### src/rtl/fifo_enq_arbiter.sv
// ============================================================================
// Module   : fifo_enq_arbiter
// Purpose  : Packet-locked round-robin arbiter and flush sequencer for a FIFO enqueue port.
// Revision : 1.0
// ============================================================================
`default_nettype none

module fifo_enq_arbiter #(
  parameter int N_REQ        = 4,
  parameter int DATA_SIZE    = 32,
  parameter int FLUSH_CYCLES = 2
) (
  input  logic                       clk,
  input  logic                       rst,
  input  logic [N_REQ-1:0]           req_valid_i,
  input  logic [N_REQ*DATA_SIZE-1:0] req_data_i,
  input  logic [N_REQ-1:0]           req_last_i,
  output logic [N_REQ-1:0]           req_ready_o,
  output logic [DATA_SIZE-1:0]       enq_data_o,
  output logic                       enq_valid_o,
  input  logic                       enq_ready_i,
  input  logic                       flush_req_i,
  output logic                       fifo_flush_o,
  output logic                       flush_done_o,
  output logic [N_REQ-1:0]           grant_o,
  output logic                       busy_o
);

  localparam int PTR_W = $clog2(N_REQ);
  localparam int CNT_W = (FLUSH_CYCLES > 1) ? $clog2(FLUSH_CYCLES) : 1;

  typedef enum logic [1:0] {
    S_IDLE   = 2'd0,
    S_LOCKED = 2'd1,
    S_FLUSH  = 2'd2,
    S_DONE   = 2'd3
  } state_e;

  state_e             state_q, state_d;
  logic [PTR_W-1:0]   rr_ptr_q, rr_ptr_d;
  logic [PTR_W-1:0]   gidx_q, gidx_d;
  logic [CNT_W-1:0]   cnt_q, cnt_d;

  logic [DATA_SIZE-1:0] w_data_arr [N_REQ];
  logic                 w_arb_found;
  logic [PTR_W-1:0]     w_arb_idx;
  logic [PTR_W-1:0]     w_g;
  logic                 w_gvld;
  logic                 w_xfer;

  function automatic logic [PTR_W-1:0] f_next(input logic [PTR_W-1:0] p);
    return (p == PTR_W'(N_REQ - 1)) ? '0 : p + PTR_W'(1);
  endfunction

  genvar gi;
  generate
    for (gi = 0; gi < N_REQ; gi++) begin : g_unpack
      assign w_data_arr[gi] = req_data_i[gi*DATA_SIZE +: DATA_SIZE];
    end
  endgenerate

  // Scan offsets high to low so the last hit is the one closest to rr_ptr.
  always_comb begin
    int s;
    w_arb_found = 1'b0;
    w_arb_idx   = '0;
    s           = 0;
    for (int k = N_REQ - 1; k >= 0; k--) begin
      s = int'(rr_ptr_q) + k;
      if (s >= N_REQ) s = s - N_REQ;
      if (req_valid_i[PTR_W'(s)]) begin
        w_arb_found = 1'b1;
        w_arb_idx   = PTR_W'(s);
      end
    end
  end

  always_comb begin
    state_d      = state_q;
    rr_ptr_d     = rr_ptr_q;
    gidx_d       = gidx_q;
    cnt_d        = cnt_q;
    w_g          = gidx_q;
    w_gvld       = 1'b0;
    fifo_flush_o = 1'b0;
    flush_done_o = 1'b0;

    case (state_q)
      S_IDLE: begin
        if (flush_req_i) begin
          state_d = S_FLUSH;
          cnt_d   = '0;
        end else if (w_arb_found) begin
          w_g    = w_arb_idx;
          w_gvld = 1'b1;
        end
      end
      S_LOCKED: w_gvld = 1'b1;
      S_FLUSH: begin
        fifo_flush_o = 1'b1;
        if (cnt_q == CNT_W'(FLUSH_CYCLES - 1)) state_d = S_DONE;
        else                                   cnt_d   = cnt_q + CNT_W'(1);
      end
      default: begin
        flush_done_o = 1'b1;
        rr_ptr_d     = '0;
        state_d      = S_IDLE;
      end
    endcase

    enq_valid_o = w_gvld && req_valid_i[w_g];
    enq_data_o  = w_gvld ? w_data_arr[w_g] : '0;
    grant_o     = w_gvld ? (N_REQ'(1) << w_g) : '0;
    req_ready_o = enq_ready_i ? grant_o : '0;
    w_xfer      = enq_valid_o && enq_ready_i;

    if (w_xfer) begin
      if (req_last_i[w_g]) begin
        rr_ptr_d = f_next(w_g);
        if (state_q == S_LOCKED) begin
          // A pending flush is honoured only once the packet has ended.
          state_d = flush_req_i ? S_FLUSH : S_IDLE;
          cnt_d   = '0;
        end
      end else begin
        state_d = S_LOCKED;
        gidx_d  = w_g;
      end
    end
  end

  assign busy_o = (state_q != S_IDLE);

  always_ff @(posedge clk) begin
    if (rst) begin
      state_q  <= S_IDLE;
      rr_ptr_q <= '0;
      gidx_q   <= '0;
      cnt_q    <= '0;
    end else begin
      state_q  <= state_d;
      rr_ptr_q <= rr_ptr_d;
      gidx_q   <= gidx_d;
      cnt_q    <= cnt_d;
    end
  end

endmodule

`default_nettype wire

### config.mk
export PLATFORM = sky130hd
export DESIGN_NAME = fifo_enq_arbiter
export DESIGN_NICKNAME = d
export VERILOG_FILES = /design/src/rtl/fifo_enq_arbiter.sv
export SDC_FILE = /design/constraint.sdc
export NUM_CORES = 1
export LEC_CHECK = 0
export ABC_AREA = 1
export BUFFER_PORTS_ARGS = -buffer_cell sky130_fd_sc_hd__buf_2
export CORE_MARGIN = 2
export CORE_UTILIZATION = 39
export CTS_CLUSTER_SIZE = 40
export DETAILED_ROUTE_END_ITERATION = 10
export GPL_ROUTABILITY_DRIVEN = 0
export GPL_TIMING_DRIVEN = 0
export PLACE_DENSITY = 0.82
export SYNTH_ARGS = -nofsm -noshare
export SYNTH_HDL_FRONTEND = slang
export SYNTH_SLANG_ARGS = --single-unit
### constraint.sdc
create_clock -name clk -period 3.9 [get_ports clk]
set_input_delay 0.975 -clock clk [delete_from_list [all_inputs] [get_ports clk]]
set_output_delay 0.975 -clock clk [all_outputs]
set_load 0.02 [all_outputs]
==> results of run 1 <==
==> registers in the layout, indices dropped and copies added (netlist names) <==
name	count
state_q	2
cnt_q	1
rr_ptr_q	2
gidx_q	2
==> worst max path at each step <==
stage,from,end,slack [ps],depth (start not counted)
after floorplan,req_valid_i[3],req_ready_o[1],100,14
after global placement,req_valid_i[3],req_ready_o[1],-110,16
after detailed placement,req_valid_i[3],req_ready_o[2],-170,17
after CTS,req_valid_i[3],enq_data_o[28],2,16
after global routing,req_valid_i[1],enq_data_o[31],-90,17
final,req_valid_i[0],enq_data_o[31],9,17
==> final cells by class <==
type / count / area share (%)
inverter: 26 / 2.72
clock buffer: 4 / 1.26
buffer: 23 / 6.22
tap: 70 / 2.44
multi-input combinational: 287 / 49.5
timing repair buffer: 211 / 34.0
sequential: 7 / 3.91
==> layer usage <==
metal	up-vias	global-route usage (%)	part of all wire, %
met5	-	0	0
met4	0	6.73	1.9
met3	19	4.38	8.5
met2	178	51.3	50
met1	1521	33.7	40
li1	1618	-	-
==> cells by family (layout without fill, tap and decap cells) <==
kind of cell               after synthesis  after routing  share of synthesized area [%]
buffers and inverters                   50            264                           11.8
and+or+nand+nor                        141            141                           35.0
AOI/OAI and AO/OA                      142            142                           43.9
adders and majority gates                4              4                           2.46
DFF                                      7              7                           6.89
==> per-stage QoR <==
| step | area [um2] | util (%) |
|---|---|---|
| 6_report | 3580 | 70.6 |
| 5_1_grt | 3580 | 70.6 |
| 4_1_cts | 3300 | 65.0 |
| 3_5_place_dp | 3040 | 59.9 |
| 3_3_place_gp | 3040 | 59.9 |
| 2_1_floorplan | 2030 | - |
==> placed cells by master (no fill, tap or decap) <==
cell       count
a21boi_0       1
nor2_2         1
nand4_4        1
buf_2        173
or2_2         29
nand3_2        4
dfxtp_1        7
buf_12         3
o21bai_1      32
nand2_2       18
nand2_4        4
inv_1         19
o211ai_1      32
or2_1          3
nor2_1        22
buf_6          7
nand2_1       39
buf_4         36
clkbuf_2       2
buf_8          4
nand3_1       10
o21ai_1        5
bufbuf_16      1
and2_4         1
nor3_1         2
a21oi_1       36
clkbuf_4       3
clkbuf_8       5
o21ai_4        1
nor2_4         3
a21oi_2        1
o21ai_0       32
inv_2          7
clkbuf_1       4
ha_1           4
a21oi_4        2
nor3_2         2
nand3_4        2
==> repair_timing <==
action                                  4_1_cts  5_1_grt
gates cloned                                  1        3
pin swaps                                     4       21
buffers inserted                             13       11
hold buffers                                  0        0
endpoints found under the setup margin       37       41
resized for setup                            21       66
==> critical path, cell delays in order <==
cell and delay [ps]:
buf_2 110, nand2_1 80, nand2_2 70, nand2_2 90, nand2_2 90, nand2_1 110, nand2_1 80, nand2_2 120
nand2_2 80, nand2_2 100, nand2_4 70, buf_8 140, buf_4 140, o21ai_0 220, o21bai_1 190, a21oi_1 100
buf_4 170
==> power by group through the flow <==
stage,combinational [W],sequential (W),clock (W)
after floorplan,0.000512,0.0000837,0
after global placement,0.000733,0.0000847,0
after detailed placement,0.000746,0.0000849,0
after CTS,0.000833,0.0000838,0.000105
after global routing,0.00102,0.0000850,0.000108
final,0.000945,0.0000847,0.000106
==> key figures, run 1 <==
STA
  – Worst slew pin tran: 519 ps
  – Worst Skew: 6.62 ps
  – Slew headroom: 65.4%
  – Hold_ws: 563 ps
  – Worst Setup Slack, final: 8.53 ps
  – Fin. Hold Viols: 0
  – Final setup vio count: 0
  – Setup TNS: 0 ps
  – Final min period: 3890 ps
  – Fin crit share: 99.8%
  – Max Freq: 257 MHz
  – Pins Over Slew Limit: 0

Clocking
  – H-tree depth: 1
  – Clock Tree Buf Depth: 2
  – Clock Tree Root: clkbuf_8
  – CTS tree: yes
  – Clock tree sinks: 7
  – Total CTS buffers: 3
  – Clock latency on the worst-skew pair: 240 ps
  – CTS clock-pin slew for the worst setup and hold paths: 40 ps

Die
  – Top-Level Pins: 184
  – Die H: 76.2 um
  – Std-Cell Core Area: 0.00507 mm2
  – Die span in x: 76.2 um
  – Site row count: 26
  – Initial core utilization: 40.1%
  – Die area: 0.00581 mm2

Placement
  – PortBufs: 183
  – Inst Count DP: 597
  – Dpl hpwl: 6730 um
  – Post-Place Worst Slack: -170 ps

Setup path
  – Startpoint types: input port
  – CP max FO: 8
  – Kind of critical path: input port to output port
  – Reg2Reg Setup Slack: 1250 ps
  – CP arrival: 2920 ps
  – Critical Path RT: 2920 ps
  – Capturing point of the worst reg2reg path: rr_ptr_q[0]
  – Critical Path End Type: output port
  – R2R cell count: 18
  – RR Startpoint: rr_ptr_q[0]

Min path
  – Hold Path End: gidx_q[0]
  – Hold Startpoint: gidx_q[0]
  – Hold path cells: 4
  – Hold Path Class: flip-flop to flip-flop

Finish
  – Diode count: 0
  – Filler Cells Inserted: 452
  – Final #Nets: 703
  – Sequential standard cell area: 140 um2
  – Layout cells sized above 1: 55.6%
  – Multi-input logic area: 0.00177 mm2
  – Layout area overhead: 76.1%
  – Fin cells: 628

Pwr
  – NetSw: 0.000555 W
  – Worst VDD drop: 225 uV
  – Static leakage: 1.90 nW
  – Switching Fraction: 48.9%
  – Int Pwr: 0.000580 W
  – Total power: 0.00114 W
  – Logic pwr share: 83.2%
  – Seq pwr share: 7.5%
  – Pwr Density: 317 mW/mm2
  – Clock Power Share: 9.3%

Logic synthesis
  – Seq cells post-synth: 7
  – Post-synth top cells: nand2_1, a21oi_1, o21ai_0
  – Cell variety after synth: 30
  – Area of the mapped netlist: 0.00203 mm2
  – YS warnings: 0
  – Share of the synthesized area in the top cell type: 11.8%
  – Async set or reset register ratio after synthesis: 0%
  – Seq/Total Area, Yosys: 6.89%
  – Syn avg cell area: 5.91 um2
  – Cells after synthesis: 344
  – Main synth FF type: dfxtp_1
  – Post-Syn Nets: 488
  – Most common cell in the synthesized netlist: nand2_1
  – Top post-synthesis cells by area: o211ai_1, o21bai_1, nand2_1
  – Synth area leader: o211ai_1
  – Post-synth EDFFs: 0

GRT
  – Initial antenna violation count: 0
  – Largest net degree at the start of global routing: 12
  – First-pass GRT wire length: 13800 um
  – GRT Residual Overflow: 0
  – Vias in the first global route: 2991
  – Tot GR Track Use: 27.9%

Route
  – WL per Instance: 14.8 um
  – Vias: 3336
  – Vias per cell: 5.31
  – Residual DRC: 0
  – Initial DRC Count: 112
  – Initial DRT Pass Iterations: 4
  – Antenna-violating nets left: 0
  – Total wire length: 9290 um

Run
  – Max_cap viols: 0

Status
  – Status: completed
Note: power is estimated with default switching activity, not from simulation.
==> run 2, diff against run 1 <==
==> config.mk (replaced) <==
export PLATFORM = sky130hd
export DESIGN_NAME = fifo_enq_arbiter
export DESIGN_NICKNAME = d
export VERILOG_FILES = /design/src/rtl/fifo_enq_arbiter.sv
export SDC_FILE = /design/constraint.sdc
export NUM_CORES = 1
export LEC_CHECK = 0
export ABC_AREA = 1
export CORE_AREA = 2 2 71 73
export CTS_CLUSTER_SIZE = 40
export DETAILED_ROUTE_END_ITERATION = 10
export DIE_AREA = 0 0 73 75
export DONT_BUFFER_PORTS = 1
export GPL_ROUTABILITY_DRIVEN = 0
export GPL_TIMING_DRIVEN = 0
export SYNTH_ARGS = -nofsm -noshare
export SYNTH_HDL_FRONTEND = slang
export SYNTH_SLANG_ARGS = --single-unit
==> run 2 against run 1 <==
Compared with the run above:
- clock skew fell by 5.1 ps
- highest routed layer is now met5
- global-route usage down 3.9 points
- largest power group unchanged
- critical endpoint is now enq_data_o[7]
- routed wire length decreased by 16%
- non-clock buffer count shrank 205
- largest cell class unchanged
==> key figures, run 2 (synthesis gave the netlist of run 1 again) <==
Status
  – Status: completed

STA
  – Hold_ws: 572 ps
  – Max Freq: 266 MHz
  – Fin crit share: 96.4%
  – Fin. Hold Viols: 0
  – Worst Skew: 1.50 ps
  – Final setup vio count: 0
  – Final min period: 3760 ps
  – Slew headroom: 46.0%
  – Pins Over Slew Limit: 0
  – Worst slew pin tran: 810 ps

Pwr
  – NetSw: 0.000512 W
  – Int Pwr: 0.000390 W
  – Worst VDD drop: 224 uV
  – Static leakage: 0.966 nW
  – Switching Fraction: 56.7%
  – Pwr Density: 375 mW/mm2
  – Logic pwr share: 79.1%
  – Clock Power Share: 11.6%
  – Seq pwr share: 9.3%

Min path
  – Hold Path Class: flip-flop to flip-flop

Clocking
  – Total CTS buffers: 3
  – Clock latency on the worst-skew pair: 230 ps
  – H-tree depth: 1
  – Clock tree sinks: 7
  – Clock Tree Root: clkbuf_8
  – Clock Tree Buf Depth: 2
  – CTS clock-pin slew for the worst setup and hold paths: 40 ps
  – CTS tree: yes

Setup path
  – Critical Path RT: 2920 ps
  – CP arrival: 2780 ps
  – Slowest cell on crit path: a21oi_2
  – Crit path largest cell delay: 280 ps
  – Critical Path End Type: output port
  – Top cell by count, worst path: nand2_1
  – Ordered list of cells on the worst path: inv_1, nand2_1, and2_1, nor2_4, nand2_1, nand2_2, nor2_2, a21oi_4, buf_2, o21ai_0, o21bai_1, a21oi_2
  – Startpoint types: input port
  – Kind of critical path: input port to output port
  – CP max FO: 10

Finish
  – Layout cells sized above 1: 32.3%
  – Final #Nets: 498
  – Most frequent cells in the layout: nand2_1, o21ai_0, o21bai_1, o211ai_1
  – Top Registers: gidx_q (2), rr_ptr_q (2), state_q (2)
  – Layout area overhead: 18.4%
  – Finished Cell Area: 0.00241 mm2
  – Commonest non-fill, non-tap cell in the layout: nand2_1
  – Filler Cells Inserted: 480
  – Fin cells: 409

Route
  – Initial DRC Count: 131
  – Residual DRC: 0
  – Vias per cell: 6.14
  – Total wire length: 7850 um
  – Antenna-violating nets left: 0
  – Initial DRT Pass Iterations: 4
  – Vias: 2513
  – WL per Instance: 19.2 um

GRT
  – Vias in the first global route: 2133
  – Largest net degree at the start of global routing: 12
  – Tot GR Track Use: 24.0%
  – Initial antenna violation count: 3
  – GRT Residual Overflow: 0
  – First-pass GRT wire length: 10300 um

Placement
  – DP Area: 0.00210 mm2
  – Dpl hpwl: 6130 um
  – Inst Count DP: 398
  – PortBufs: 0

Die
  – Initial core utilization: 43.7%
  – Die H: 75 um
  – Site row count: 25
  – Die area: 0.00548 mm2
  – Std-Cell Core Area: 0.00466 mm2
  – Die span in x: 73 um
  – Top-Level Pins: 184

Run
  – Max_cap viols: 0
-- run 2: cell types whose count changed in the layout (fill, tap and decap cells not counted), sizes merged --
| cell | delta |
|---|---|
| buf | -203 |
| diode | +2 |
| bufbuf | -1 |
| clkbuf | -1 |
-- run 2: power groups by stage --
stage	clock network, W	logic, W	registers [W]
floorplan	0	0.000512	0.0000837
global placement	0	0.000615	0.0000849
detailed placement	0	0.000623	0.0000850
CTS	0.000106	0.000649	0.0000838
global route	0.000107	0.000773	0.0000844
finish	0.000105	0.000713	0.0000841
-- run 2: metal layers --
layer,track usage (%),share of wire (%),up-vias
met4,3.91,0.98,2
met1,29.5,39,1161
met5,0,0.14,-
met3,5.76,9.5,9
li1,-,-,1212
met2,43.1,50,129
-- run 2: repair_timing --
item | in CTS | in global routing
resized for setup | 20 | 40
pin swaps | 1 | 8
setup endpoints to repair | 19 | 39
hold buffers | 0 | 0
cloned | 0 | 1
buffers inserted | 0 | 5
-- run 2: per-stage QoR --
stage | total power (W) | setup WS (ps) | setup TNS, ps | util [%]
2_1_floorplan | 0.000596 | 96.9 | 0 | -
3_3_place_gp | 0.000700 | -212 | -994 | 45.1
3_5_place_dp | 0.000708 | -236 | -1500 | 45.1
4_1_cts | 0.000839 | -13.6 | -14.2 | 47.8
5_1_grt | 0.000965 | -5.94 | -6.62 | 51.6
6_report | 0.000902 | 141 | 0 | 51.7
-- run 2: area by class of cell --
| cell class | count | area, um2 | area share, % |
|---|---|---|---|
| clock buffer | 4 | 45.0 | 1.87 |
| timing repair buffer | 6 | 42.5 | 1.77 |
| tap | 54 | 67.6 | 2.81 |
| buffer | 23 | 150 | 6.23 |
| sequential | 7 | 140 | 5.82 |
| multi-input combinational | 287 | 1860 | 77.2 |
| inverter | 26 | 97.6 | 4.05 |
| antenna | 2 | 5.00 | 0.208 |
-- run 2: path summary, 6_finish.rpt --
path	end	start	cells after the start	slack, ps
worst min-delay path	gidx_q[0]	gidx_q[0]	4	570
worst max register to register	rr_ptr_q[0]	rr_ptr_q[0]	18	1290
worst min register to register	gidx_q[0]	gidx_q[0]	4	570
worst max-delay path	enq_data_o[7]	req_valid_i[3]	12	140
-- run 2: worst max-delay path: cells and delay by family --
kind,cells,cell delay (ps)
AO/OA/AOI/OAI,4,830
buffers and inverters,2,300
AND/OR/NAND/NOR,6,660
